File: src/rtl/robot_pkg.sv
// Shared definitions for the robot motion blocks: FSM state encoding,
// default step durations and small output-decode helpers.
package robot_pkg;

    localparam logic [1:0] ST_IDLE    = 2'b00;
    localparam logic [1:0] ST_FORWARD = 2'b01;
    localparam logic [1:0] ST_TURN    = 2'b10;
    localparam logic [1:0] ST_SETTLE  = 2'b11;

    localparam int FWD_TICKS_DEF    = 4;
    localparam int TURN_TICKS_DEF   = 8;
    localparam int SETTLE_TICKS_DEF = 2;

    // Counter that sticks at its top value instead of wrapping.
    function automatic logic [7:0] sat_inc8(input logic [7:0] v);
        if (v == 8'hFF) begin
            sat_inc8 = v;
        end else begin
            sat_inc8 = v + 8'd1;
        end
    endfunction

    // Motor pattern for a state, packed as {l_en, r_en, l_dir, r_dir}.
    function automatic logic [3:0] motor_decode(input logic [1:0] st);
        case (st)
            ST_FORWARD: motor_decode = 4'b1111;
            ST_TURN:    motor_decode = 4'b1110;
            default:    motor_decode = 4'b0000;
        endcase
    endfunction

endpackage

File: src/rtl/tick_counter.sv
// 8-bit loadable down-counter with a zero flag; stops at zero rather
// than wrapping so an idle counter stays quiet.
module tick_counter (
    input  logic       clk,
    input  logic       rst_n,
    input  logic       load_i,
    input  logic [7:0] load_val_i,
    input  logic       dec_i,
    output logic       zero_o
);

    logic [7:0] cnt_q;
    logic [7:0] cnt_d;

    // Next count: load wins over decrement.
    always_comb begin
        cnt_d = cnt_q;
        if (load_i) begin
            cnt_d = load_val_i;
        end else if (dec_i && (cnt_q != 8'd0)) begin
            cnt_d = cnt_q - 8'd1;
        end else begin
            cnt_d = cnt_q;
        end
    end

    // Count register.
    always_ff @(posedge clk or negedge rst_n) begin
        if (!rst_n) begin
            cnt_q <= 8'd0;
        end else begin
            cnt_q <= cnt_d;
        end
    end

    assign zero_o = (cnt_q == 8'd0);

endmodule

File: src/rtl/motion_sequencer.sv
// Step sequencer between the navigation FSM and the drive motors: runs one
// forward step or one 90-degree right pivot per command, then a motors-off dwell.
module motion_sequencer
    import robot_pkg::*;
#(
    parameter int FWD_TICKS    = FWD_TICKS_DEF,
    parameter int TURN_TICKS   = TURN_TICKS_DEF,
    parameter int SETTLE_TICKS = SETTLE_TICKS_DEF
) (
    input  logic       clk,
    input  logic       rst_n,
    input  logic       cmd_valid,
    input  logic       front_cmd,
    input  logic       turn_cmd,
    input  logic       stop,
    output logic       cmd_ready,
    output logic       mot_l_en,
    output logic       mot_r_en,
    output logic       mot_l_dir,
    output logic       mot_r_dir,
    output logic       done,
    output logic       aborted,
    output logic [1:0] heading,
    output logic [7:0] fwd_count
);

    localparam logic [7:0] FWD_LOAD    = 8'(FWD_TICKS - 1);
    localparam logic [7:0] TURN_LOAD   = 8'(TURN_TICKS - 1);
    localparam logic [7:0] SETTLE_LOAD = 8'(SETTLE_TICKS - 1);

    logic [1:0] state_q,   state_d;
    logic [3:0] mot_q,     mot_d;
    logic       done_q,    done_d;
    logic       aborted_q, aborted_d;
    logic [1:0] heading_q, heading_d;
    logic [7:0] fwd_q,     fwd_d;

    logic       accept_s;
    logic       cnt_load_s;
    logic [7:0] cnt_val_s;
    logic       cnt_dec_s;
    logic       cnt_zero_s;

    assign cmd_ready = (state_q == ST_IDLE) && !stop;
    assign accept_s  = cmd_valid && cmd_ready;

    tick_counter u_tick_counter (
        .clk        (clk),
        .rst_n      (rst_n),
        .load_i     (cnt_load_s),
        .load_val_i (cnt_val_s),
        .dec_i      (cnt_dec_s),
        .zero_o     (cnt_zero_s)
    );

    // Next-state, counter control and status updates; stop beats step completion.
    always_comb begin
        state_d    = state_q;
        cnt_load_s = 1'b0;
        cnt_val_s  = 8'd0;
        cnt_dec_s  = 1'b0;
        done_d     = 1'b0;
        aborted_d  = 1'b0;
        heading_d  = heading_q;
        fwd_d      = fwd_q;
        case (state_q)
            ST_IDLE: begin
                if (accept_s && turn_cmd) begin
                    state_d    = ST_TURN;
                    cnt_load_s = 1'b1;
                    cnt_val_s  = TURN_LOAD;
                end else if (accept_s && front_cmd) begin
                    state_d    = ST_FORWARD;
                    cnt_load_s = 1'b1;
                    cnt_val_s  = FWD_LOAD;
                end else begin
                    state_d = ST_IDLE;
                end
            end
            ST_FORWARD: begin
                if (stop) begin
                    state_d   = ST_IDLE;
                    aborted_d = 1'b1;
                end else if (cnt_zero_s) begin
                    state_d    = ST_SETTLE;
                    cnt_load_s = 1'b1;
                    cnt_val_s  = SETTLE_LOAD;
                    fwd_d      = sat_inc8(fwd_q);
                end else begin
                    cnt_dec_s = 1'b1;
                end
            end
            ST_TURN: begin
                if (stop) begin
                    state_d   = ST_IDLE;
                    aborted_d = 1'b1;
                end else if (cnt_zero_s) begin
                    state_d    = ST_SETTLE;
                    cnt_load_s = 1'b1;
                    cnt_val_s  = SETTLE_LOAD;
                    heading_d  = heading_q + 2'd1;
                end else begin
                    cnt_dec_s = 1'b1;
                end
            end
            ST_SETTLE: begin
                if (stop) begin
                    state_d   = ST_IDLE;
                    aborted_d = 1'b1;
                end else if (cnt_zero_s) begin
                    state_d = ST_IDLE;
                    done_d  = 1'b1;
                end else begin
                    cnt_dec_s = 1'b1;
                end
            end
            default: begin
                state_d = ST_IDLE;
            end
        endcase
    end

    // Motor pattern is decoded from the next state so the registered outputs track state_q.
    always_comb begin
        mot_d = motor_decode(state_d);
    end

    // State and registered outputs.
    always_ff @(posedge clk or negedge rst_n) begin
        if (!rst_n) begin
            state_q   <= ST_IDLE;
            mot_q     <= 4'b0000;
            done_q    <= 1'b0;
            aborted_q <= 1'b0;
            heading_q <= 2'd0;
            fwd_q     <= 8'd0;
        end else begin
            state_q   <= state_d;
            mot_q     <= mot_d;
            done_q    <= done_d;
            aborted_q <= aborted_d;
            heading_q <= heading_d;
            fwd_q     <= fwd_d;
        end
    end

    assign mot_l_en  = mot_q[3];
    assign mot_r_en  = mot_q[2];
    assign mot_l_dir = mot_q[1];
    assign mot_r_dir = mot_q[0];
    assign done      = done_q;
    assign aborted   = aborted_q;
    assign heading   = heading_q;
    assign fwd_count = fwd_q;

endmodule

File: config.mk
export PLATFORM = sky130hd
export DESIGN_NAME = motion_sequencer
export DESIGN_NICKNAME = d
export VERILOG_FILES = /design/src/rtl/robot_pkg.sv /design/src/rtl/tick_counter.sv /design/src/rtl/motion_sequencer.sv
export SDC_FILE = /design/constraint.sdc
export NUM_CORES = 1
export LEC_CHECK = 0
export CAP_MARGIN = 40
export CELL_PAD_IN_SITES_DETAIL_PLACEMENT = 2
export CELL_PAD_IN_SITES_GLOBAL_PLACEMENT = 2
export CORE_MARGIN = 2
export CORE_UTILIZATION = 29
export DETAILED_ROUTE_END_ITERATION = 10
export PLACE_DENSITY_LB_ADDON = 0.1
export SLEW_MARGIN = 5
export SYNTH_ARGS = -nofsm -noshare
export SYNTH_HDL_FRONTEND = slang
export SYNTH_SLANG_ARGS = --single-unit
File: constraint.sdc
create_clock -name clk -period 2.4 [get_ports clk]
set_input_delay 0.48 -clock clk [delete_from_list [all_inputs] [get_ports clk]]
set_output_delay 0.48 -clock clk [all_outputs]
set_load 0.1 [all_outputs]
[Yosys cells after proc, flatten, opt, wreduce, memory -nomap -nowiden]
Index checks and enable logic that the tools add are counted.
Word-level totals
  register bits: 26
  bits of input ports: 6
  output and inout bits: 17
  word-level logic and storage cells: 58
Cells by class
  add/subtract/negate cells: 3
  equal/unequal tests: 6
  mux-type cells: 26
  bitwise logic cells: 2
  reduce and logical (&&, ||, !) cells: 14
Operators by type and width (number)
  2-to-1 mux 8 bit: 2
  2-to-1 mux 1 bit: 13
  2-to-1 mux 2 bit: 6
  adder 8 x 1 -> 8 bit, second input constant: 1
  == test 8 bit, second input constant: 1
  zero test 8 bit: 1
  case mux 4 bit (2 select lines): 1
  nonzero test 8 bit: 1
  subtractor 8 x 1 -> 8 bit, second input constant: 1
  == test 2 bit, second input constant: 3
  case mux 2 bit (3 select lines): 1
  case mux 3 bit (2 select lines): 1
  logical AND 1 bit: 5
  == test 2 x 1 -> 1 bit, second input constant: 2
  AND reduction 4 bit: 1
  2-to-1 mux 3 bit: 1
  AND reduction 3 bit: 1
  OR reduction 3 bit: 1
  adder 2 x 1 -> 2 bit, second input constant: 1
  zero test 2 bit: 1
  NOT 1 bit: 2
  case mux 1 bit (2 select lines): 1
  nonzero test 2 bit: 1
  OR reduction 2 bit: 1
  zero test 1 bit: 1

[Logic depth before layout (Yosys ltp)]
Gate-level depths: netlist of the first run.
  depth after elaboration: 9
  mapped depth: 8
  mapped depth without buffers: 8

[Hierarchy]
From an unflattened synthesis of the first run, not the netlist that was laid out.
Unflattened totals
  cell total of the unflattened synthesis: 139
  area, all modules: 1382.6 um^2
Modules (own cells, without submodules)
  motion_sequencer: instances 1, cells an instance 81, area each 854.6 um^2, seq. area each 400.4 um^2
  tick_counter: instances 1, cells an instance 58, area each 528.0 um^2, seq. area each 200.2 um^2

[Worst setup path after synthesis of the first run]
No wires, ideal clock.
  path kind: reg-to-output
  start point: reg state_q[0]
  end point: out cmd_ready
  arrival: 1.992 ns
  required time: 1.920 ns
  slack: -0.072 ns
  cell stages (with the launch flop): 4
  buffers on the path: 0
  cell sequence: dfrtp_1 -> inv_1 -> ha_1 -> nor2b_1
On the way
  cells in the longest elaborated chain, start to end: 2
RTL lines
  from (decl): RTL line motion_sequencer.sv:31  | logic [1:0] state_q, state_d;
  from (signal assigned): RTL line motion_sequencer.sv:138  | state_q <= state_d;
  zero test 2 bit: RTL line motion_sequencer.sv:44  | assign cmd_ready = (state_q == ST_IDLE) && !stop;
  logical AND 1 bit: RTL line motion_sequencer.sv:44
  to (decl): RTL line motion_sequencer.sv:16  | output logic cmd_ready,
Every way passes these cells.

[Final worst setup path of the first run]
  start point: reg u_tick_counter.cnt_q[1]
  end point: reg fwd_q[5], in the netlist fwd_count[5]
On the way
  cells in the longest elaborated chain, start to end: 2
RTL lines
  from (decl): RTL line tick_counter.sv:12  | logic [7:0] cnt_q;
  from (signal assigned): RTL line tick_counter.sv:32  | cnt_q <= cnt_d;
  zero test 8 bit: RTL line tick_counter.sv:36  | assign zero_o = (cnt_q == 8'd0);
  AND reduction 4 bit (no line)
  to (signal assigned): RTL line motion_sequencer.sv:143  | fwd_q <= fwd_d;
  to (decl): RTL line motion_sequencer.sv:36  | logic [7:0] fwd_q, fwd_d;
Every way passes these cells.
A chain may end at the register's enable or synchronous reset.

==> run_results.csv, run 1 <==
group,metric,value,unit
outcome,status,"complete, no violations",
critical_path,worstPathRequired,2610,ps
sta,finalMaxSlewViolations,0,
job,timing.max_cap.violations,0,
sta,fmax,436.5,MHz
pwr,switching_share,38.70,%
sta,worst_slew_pin_slew,569.1,ps
sta,slew_headroom,61.80,%
critical_path,slowest_delay,510,ps
grt,grt_pass1_vias,1185,
sta,setup_violations,0,
final_layout,post-route-util,39.22,%
logic_synthesis,synth_edf_count,0,
pwr,intPower,0.8072,mW
final_layout,area_growth,31.57,%
clocking,hold_buffers,0,
critical_path,timing_worst_setup_path_type,"reg2reg",
grt,antenna_found_initial,0,
final_layout,num-fill-cells,476,
floorplan,rows,24,
clocking,postCtsSetupBuffers,0,
floorplan,ioPinCount,23,
critical_path,cp_max_fo,8,
critical_path,start_kind,"flip-flop",
sta,fin_worst_skew,7.444,ps
clocking,cts_max_level,1,
grt,grt-ovfl-total,0,
final_layout,ff_latch_area,600.6,um2
final_layout,final_common_cell,"buf_4",
final_layout,layout.cells.non_filler,209,
clocking,clock-sinks,24,
detailed_routing,firstDrtPassIters,4,
sta,finalHoldViolations,0,
place,dp_cells,205,
critical_path,crit_chain,"inv_1 > ha_2 > or4b_4 > or3_4 > nor4_1 > xor2_1",
floorplan,fp.dieH,70.44,um
clocking,cts.clk_slew.worst_paths,90,ps
pwr,p_switching,0.5095,mW
final_layout,multi_input_area,648.1,um2
grt,gr-usage-all-layers,15.93,%
clocking,root_buffer,"clkbuf_8",
clocking,tritoncts,"yes",
logic_synthesis,syn_nets,138,
detailed_routing,drc_errors,0,
detailed_routing,wl_per_cell,17.19,um
logic_synthesis,yosysWarnings,0,
logic_synthesis,async_reset_ff_share,100.0,%
place,gp_congestion,0.7731,
final_layout,final_cell_area,1684,um2
place,post-dp-hpwl,2726,um
floorplan,dieArea,4961,um2
pwr,power_density,781.9,nW/um2
pwr,pwr-share-comb,34.7,%
final_layout,nets,172,
final_layout,drive_gt1_share,27.39,%
grt,grt_pass1_wl,6265,um
critical_path,critPathBufInv,1,
logic_synthesis,synth_area,1280,um2
detailed_routing,ant_nets,0,
pwr,peakVddDrop,0.2885,mV
pwr,total_power,1.317,mW
detailed_routing,vias,1060,
detailed_routing,drt_iter0_drc,26,
critical_path,worst_path_max_delay_cell,"or4b_4",
logic_synthesis,ys_ff_latch,24,
pwr,power_frac_seq,37.5,%
critical_path,worst_ep_arrival_time,2500,ps
logic_synthesis,synth_area_per_cell,10.32,um2
sta,post-route-period-util,95.47,%
logic_synthesis,synth_cells,124,
detailed_routing,via_per_inst,5.072,
critical_path,end_kind,"flip-flop",
logic_synthesis,yosysSeqAreaShare,46.92,%
grt,grt_max_degree,25,
logic_synthesis,yosys.cell_types.count,36,
floorplan,core_region_area,4294,um2
critical_path,cp_top_family,"simple AND/OR/NAND/NOR gates",
final_layout,final_cell_mix,"27 x buf_4, 24 x dfrtp_1, 9 x nor2_1, 7 x inv_1, 7 x ha_1",
place,portBuffers,22,
clocking,clock_path_buffers,2,
place,place_area,1590,um2
floorplan,start_util,29.81,%
logic_synthesis,synth_ff_type,"dfrtp_1",
clocking,clk_latency,280,ps
clocking,cts_made_buffers,3,
floorplan,die_x,70.44,um
detailed_routing,wl,3593,um
pwr,clkPwrFrac,27.8,%
final_layout,diodes,0,
worst_hold_path,hold_path_class,"reg2reg",
sta,fin_crit,2291,ps
pwr,leakagePower,0.7653,nW
per-layer routing:
metal | vias up | part of all wire (%) | track usage [%]
met1 | 531 | 46 | 21.73
met5 | - | 0 | 0
li1 | 508 | - | -
met4 | 0 | 1.3 | 4.487
met3 | 5 | 3.0 | 2.597
met2 | 16 | 49 | 26.00
flip-flops by register name, summed over array words and instances (netlist names):
signal and flops:
done 1, fwd_count 8, aborted 1, mot_q 2, u_tick_counter.cnt_q 8, heading 2, state_q 2
power groups by stage:
stage	Clock [mW]	Sequential [mW]	Combinational (mW)
finish	0.366	0.494	0.457
global route	0.394	0.503	0.489
global placement	0	0.497	0.444
floorplan	0	0.660	0.157
detailed placement	0	0.503	0.451
CTS	0.380	0.495	0.458
synthesized netlist by cell type, types with 3 or more instances:
cell type	instances	share of area [%]
nand2_1	6	1.8
xnor2_1	6	4.1
nand3_1	6	2.3
dfrtp_1	24	47
a21oi_1	5	2.0
o21ai_0	4	1.6
mux2i_1	3	2.3
nor4_1	5	2.4
ha_1	8	7.8
nor2_1	10	2.9
nor3_1	4	1.6
xor2_1	5	3.4
inv_1	7	2.1
a211oi_1	3	1.8
worst paths after layout:
check / start / endpoint / slack, ps / depth (start not counted)
worst max register to register: u_tick_counter.cnt_q[1] / fwd_count[5] / 110 / 6
min in group asynchronous: rst_n / fwd_count[3] / 570 / 2
max in group asynchronous: rst_n / u_tick_counter.cnt_q[1] / 1580 / 2
worst max-delay path: u_tick_counter.cnt_q[1] / fwd_count[5] / 110 / 6
worst min register to register: heading[1] / heading[1] / 500 / 1
worst min-delay path: heading[1] / heading[1] / 500 / 1
logic make-up after synthesis:
kind of cell / Yosys count / synth area share, %
AO/OA/AOI/OAI: 20 / 9.873
buffers and inverters: 11 / 4.399
XOR/XNOR: 11 / 7.527
multiplexers: 4 / 3.226
adder cells (fa/ha/maj): 8 / 7.820
flip-flops: 24 / 46.92
AND/OR/NAND/NOR: 46 / 20.24
timing repair:
action | CTS | global route
setup endpoints to repair | 3 | 7
resized for setup | 1 | 5
gates cloned | 0 | 0
cell type report:
type | instances | share of cell area (%)
multi-input combinational | 89 | 38.48
sequential | 24 | 35.66
timing repair buffer | 33 | 16.20
tap | 52 | 3.863
clock buffer | 3 | 2.452
clock inverter | 1 | 1.783
inverter | 7 | 1.560
through the flow:
step / setup slack [ps] / TNS, ps / hold WS (ps)
after floorplan: 112.1 / 0 / 184.4
after global placement: 40.23 / 0 / 468.9
after detailed placement: -18.46 / -18.46 / 480.5
after CTS: 43.35 / 0 / 497.1
after global routing: -13.68 / -13.68 / 528.4
final: 108.8 / 0 / 498.4
Note: power is estimated with default switching activity, not from simulation.
==> run 2, diff against run 1 <==
--- a/config.mk
+++ b/config.mk
@@ -12,7 +12,8 @@
 export CORE_UTILIZATION = 29
 export DETAILED_ROUTE_END_ITERATION = 10
 export PLACE_DENSITY_LB_ADDON = 0.1
-export SLEW_MARGIN = 5
+export SLEW_MARGIN = 40
 export SYNTH_ARGS = -nofsm -noshare
 export SYNTH_HDL_FRONTEND = slang
+export SYNTH_HIERARCHICAL = 1
 export SYNTH_SLANG_ARGS = --single-unit
==> run_results.csv, run 2 <==
group,metric,value,unit
logic_synthesis,synth_area,1383,um2
place,place_area,1834,um2
sta,finalHoldViolations,0,
pwr,intPower,0.7874,mW
place,portBuffers,22,
sta,rsz0062_at_grt,"true",
worst_hold_path,hp-start,"heading[1]",
critical_path,timing_worst_setup_path_type,"reg2reg",
sta,post-route-period-util,96.86,%
detailed_routing,firstDrtPassIters,4,
sta,layout_setup_ws,75.44,ps
pwr,total_power,1.201,mW
logic_synthesis,synth_ff_type,"dfrtp_1",
logic_synthesis,ys_ff_latch,24,
critical_path,cp_max_fo,6,
detailed_routing,via_per_inst,5.153,
pwr,power_density,613.2,nW/um2
logic_synthesis,yosysTopAreaCellShare,43.44,%
place,place_ws,-43.65,ps
clocking,tritoncts,"yes",
clocking,clock-sinks,24,
grt,grt_max_degree,25,
final_layout,diodes,0,
critical_path,crit_path_start,"u_tick_counter/cnt_q[0]",
final_layout,post-route-util,42.04,%
sta,holdWs,477.3,ps
clocking,cts_made_buffers,3,
logic_synthesis,netlist_top_cells_count,"24 x dfrtp_1, 9 x ha_1, 9 x nor2_1",
final_layout,drive_gt1_share,36.08,%
pwr,p_switching,0.4141,mW
grt,grt_pass1_vias,1424,
detailed_routing,wl_per_cell,15.95,um
place,gp_congestion,0.7996,
sta,tns,0,ps
clocking,hold_buffers,0,
critical_path,r2r-start,"u_tick_counter/cnt_q[0]",
floorplan,fp.dieH,73.05,um
logic_synthesis,async_reset_ff_share,100.0,%
logic_synthesis,yosysTopAreaCell,"dfrtp_1",
critical_path,start_kind,"flip-flop",
logic_synthesis,yosys.cell_types.count,45,
grt,grt-ovfl-total,0,
sta,fmax,430.2,MHz
floorplan,ioPinCount,23,
place,post-dp-hpwl,3039,um
pwr,clkPwrFrac,23.3,%
place,dp_cells,237,
sta,finalMaxSlewViolations,0,
detailed_routing,ant_nets,0,
critical_path,end_kind,"flip-flop",
sta,fin_crit,2325,ps
logic_synthesis,yosysWarnings,6,
final_layout,final_cell_mix,"43 x buf_4, 24 x dfrtp_1, 8 x nor2_1, 8 x ha_1",
detailed_routing,vias,1278,
floorplan,start_util,29.66,%
sta,fin_worst_skew,2.700,ps
final_layout,nets,210,
logic_synthesis,synth_edf_count,0,
clocking,clk_latency,260,ps
final_layout,layout.cells.non_filler,248,
pwr,peakVddDrop,0.2878,mV
grt,gr-usage-all-layers,16.23,%
logic_synthesis,synth_cells,139,
pwr,leakagePower,0.9106,nW
grt,antenna_found_initial,0,
logic_synthesis,synthMostInstantiatedCell,"dfrtp_1",
clocking,cts.clk_slew.worst_paths,90,ps
grt,grt_pass1_wl,6755,um
sta,slew_headroom,47.97,%
sta,worst_slew_pin_slew,773.3,ps
floorplan,core_region_area,4661,um2
floorplan,dieArea,5336,um2
job,timing.max_cap.violations,0,
pwr,switching_share,34.46,%
logic_synthesis,ys_top_cells_by_area,"dfrtp_1 43%, ha_1 8.1%, a31oi_1 3.2%",
clocking,cts_max_level,1,
final_layout,area_growth,41.72,%
clocking,clock_path_buffers,2,
floorplan,rows,25,
detailed_routing,drc_errors,0,
pwr,pwr-share-comb,36.2,%
outcome,status,"complete, no violations",
final_layout,final_common_cell,"buf_4",
critical_path,worstPathRequired,2550,ps
detailed_routing,wl,3955,um
sta,setup_violations,0,
logic_synthesis,yosysSeqAreaShare,43.44,%
pwr,power_frac_seq,40.5,%
final_layout,final_cell_area,1959,um2
floorplan,die_x,73.05,um
worst_hold_path,hold_path_class,"reg2reg",
clocking,root_buffer,"clkbuf_8",
critical_path,worst_ep_arrival_time,2470,ps
detailed_routing,drt_iter0_drc,31,
logic_synthesis,synth_area_per_cell,9.947,um2
## run 2: cell types whose count changed in the layout (fill, tap and decap cells not counted), moves of 3 or more
cell | previous run | this run
inv_2 | 0 | 3
buf_4 | 27 | 43
a31oi_1 | 2 | 7
mux2i_1 | 3 | 0
conb_1 | 0 | 5
inv_1 | 7 | 3
a211oi_1 | 3 | 0
nor3b_1 | 0 | 4
xor2_1 | 5 | 0
## run 2: cells by family after synthesis
| family | after synthesis | synth area share (%) |
|---|---|---|
| AOI/OAI and AO/OA | 35 | 17.01 |
| xor gates and xnor gates | 5 | 3.167 |
| adders and majority gates | 9 | 8.145 |
| buffers and inverters | 11 | 3.619 |
| DFF | 24 | 43.44 |
| muxes | 1 | 0.8144 |
| other | 1 | 0.2712 |
| and+or+nand+nor | 53 | 23.53 |
## run 2: final cells by class
class                      count  area, um2
inverter                       7      27.53
sequential                    24      600.6
fill                         527       2701
timing repair buffer          51      409.1
clock buffer                   4      55.05
multi-input combinational    108      799.5
tap                           54      67.56
## run 2: path summary, 6_finish.rpt
| path | to | slack, ps | cells after the start |
|---|---|---|---|
| min in group asynchronous | mot_q[0] | 580 | 2 |
| worst max-delay path | u_tick_counter/cnt_q[5] | 80 | 10 |
| worst max register to register | u_tick_counter/cnt_q[5] | 80 | 10 |
| max in group asynchronous | u_tick_counter/cnt_q[7] | 1580 | 2 |
| worst min register to register | heading[1] | 480 | 1 |
| worst min-delay path | heading[1] | 480 | 1 |
## run 2: layer usage
metal  wire length, um  up-vias  track usage [%]
met5                 0        -                0
met2              2160       17            31.03
met3                80        2            2.072
met4                25        0            3.704
met1              1688      639            18.93
li1                  -      620                -
## run 2: what timing repair did
item | CTS | global route
endpoints found under the hold margin | 0 | 0
cloned | 0 | 1
setup endpoints to repair | 1 | 7
pin swaps | 0 | 2
setup buffers | 0 | 6
resized for setup | 2 | 7
## run 2: critical path, cell delays in order, from the launching register on
cell     delay, ps
dfrtp_1        400
inv_2           70
ha_2           170
or3b_4         400
nor2_4         170
nor2b_4        180
nand2_2         80
a21oi_4        170
buf_6          150
nor3_1          50
a221o_1        370
## run 2: power groups by stage
stage          registers [mW]  clock network, mW  logic [mW]
6_report                0.487              0.280       0.435
4_1_cts                 0.486              0.302       0.420
2_1_floorplan           0.537                  0       0.195
3_3_place_gp            0.490                  0       0.402
5_1_grt                 0.495              0.315       0.478
3_5_place_dp            0.493                  0       0.413
==> run 3, diff against run 2 <==
--- a/config.mk
+++ b/config.mk
@@ -12,7 +12,7 @@
 export CORE_UTILIZATION = 29
 export DETAILED_ROUTE_END_ITERATION = 10
 export PLACE_DENSITY_LB_ADDON = 0.1
-export SLEW_MARGIN = 40
+export SLEW_MARGIN = 20
 export SYNTH_ARGS = -nofsm -noshare
 export SYNTH_HDL_FRONTEND = slang
 export SYNTH_HIERARCHICAL = 1
==> results of run 3 <==
The final DEF is identical to that of run 2; final timing and power are the same.
==> edit (config.mk and constraints of run 1) <==
Put one more register stage on the output `fwd_count`, without a reset. The value now appears one clock later. The other outputs are not delayed to match.
--- a/src/rtl/motion_sequencer.sv
+++ b/src/rtl/motion_sequencer.sv
@@ -153,3 +153,5 @@
     assign heading   = heading_q;
-    assign fwd_count = fwd_q;
+    always_ff @(posedge clk) begin
+        fwd_count <= fwd_q;
+    end
 
Check against the original RTL: not equivalent (Yosys sat finds a counterexample within 10 cycles, from zero or initial values and one cycle with rst_n low).
==> edit against run 1 <==
- power is 15% higher
- synthesized cell count rose by 5.6%
- count of clock-buffer cells in the layout grew 3
- critical path depth is 2 higher
- worst setup slack gained 0.16 ns
- wire length is 3.5% higher
- sequential share of layout area is 4.7 points higher
- design area grew 12%
- final cell count rose by 11%
- largest cell class is now registers
- combinational power decreased by 18%
- sequential cell count up 8
- area after synthesis is 14% higher
- global-route usage is 0.50 points lower
==> edit: results (changes against run 1) <==
| Metric | Value |
|---|---|
| Synthesized instance count | `131 (was 124)` |
| Fraction of final layout cells sized beyond drive strength 1 | `26.5% (was 27.4%)` |
| Static Leak | `0.882 nW (was 0.765 nW)` |
| Placer's final routability congestion estimate | `0.769 (was 0.773)` |
| Worst-path clk slew | `0.07 ns (was 0.09 ns)` |
| Filler cell count in the final layout | `515 (was 476)` |
| Largest fanout of any net on the critical path | `3 (was 8)` |
| Synthesized-area fraction occupied by xor and xnor cells | `6.59% (was 7.53%)` |
| Largest delay contributor family on the critical path | `compound AO/OA/AOI/OAI gates (was simple AND/OR/NAND/NOR gates)` |
| Post-route fraction of the period consumed by the critical path | `89.0% (was 95.5%)` |
| Share of flip-flops with an asynchronous set or reset | `75.0% (was 100%)` |
| Post-DR wirelength/cell | `16.0 microns (was 17.2 microns)` |
| Multi-input gate share of total cell area | `34.8% (was 38.5%)` |
| Via count of the first global-routing pass | `1153 (was 1185)` |
| Status | `complete, no violations (unchanged)` |
| Share of cell area taken by flip-flops and latches | `40.3% (was 35.7%)` |
| Arr. time, crit path | `2.32 ns (was 2.50 ns)` |
| Global-route usage over all layers | `15.4% (was 15.9%)` |
| Placement-stage worst setup slack | `0.188 ns (was -0.0185 ns)` |
| Proportion of cell area spent on the clock network | `5.71% (was 4.23%)` |
| Placed Cells | `225 (was 205)` |
| Top cell types by occurrence after synthesis | `sky130_fd_sc_hd__dfrtp_1 (24), sky130_fd_sc_hd__nor2_1 (10), sky130_fd_sc_hd__dfxtp_1 (8), sky130_fd_sc_hd__ha_1 (8), sky130_fd_sc_hd__nand2_1 (8) (was sky130_fd_sc_hd__dfrtp_1 (24), sky130_fd_sc_hd__nor2_1 (10), sky130_fd_sc_hd__ha_1 (8))` |
| Peak per-stage delay on the critical path | `0.41 ns (was 0.51 ns)` |
| Total Routed Length | `3720 microns (was 3590 microns)` |
| Part of the Yosys area used for sequential elements | `52.1% (was 46.9%)` |
| Maximum VDD drop | `418 uV (was 288 uV)` |
[edit: routing by layer]
metal	up-vias	share of wire (%)	GRT usage, %
met3	7	3.5	4.69
met1	566	45	19.6
met4	0	2.0	7.14
met2	18	50	24.1
li1	525	-	-
met5	-	0	0
[edit: power breakdown]
part           internal [mW]  switching [mW]
logic                  0.119           0.256
clock network          0.308           0.204
registers              0.578          0.0438
total                   1.00           0.504
[edit: worst paths after layout]
kind / startpoint / endpoint / cells past startpoint
min: fwd_q[7] / fwd_count[7] / 0
max: u_tick_counter.cnt_q[0] / mot_q[2] / 8
min reg2reg: fwd_q[7] / fwd_count[7] / 0
max reg2reg: u_tick_counter.cnt_q[0] / mot_q[2] / 8
min in group asynchronous: rst_n / fwd_q[3] / 2
max in group asynchronous: rst_n / mot_q[0] / 2
[edit: cells by family (layout without fill, tap and decap cells)]
logic type | after synthesis | in the layout
AND/OR/NAND/NOR | 47 | 47
flip-flops | 32 | 32
AO/OA/AOI/OAI | 19 | 19
XOR/XNOR | 11 | 11
buffers and inverters | 10 | 45
adder cells (fa/ha/maj) | 8 | 8
multiplexers | 4 | 4
[edit: metrics by stage]
stage / util (%) / hold WS (ns) / cell area (sq um)
after floorplan: - / 0.184 / 1460
after global placement: 37.2 / 0.400 / 1780
after detailed placement: 37.2 / 0.409 / 1780
after CTS: 39.4 / 0.424 / 1890
after global routing: 39.4 / 0.447 / 1890
final: 39.4 / 0.426 / 1890
[edit: worst register-to-register path: cells and delay by family (launching register included)]
family	cells	cell delay, ns
buf+inv	2	0.14
simple gates	1	0.31
compound gates	3	0.67
fa+ha+maj	2	0.51
flops	1	0.41
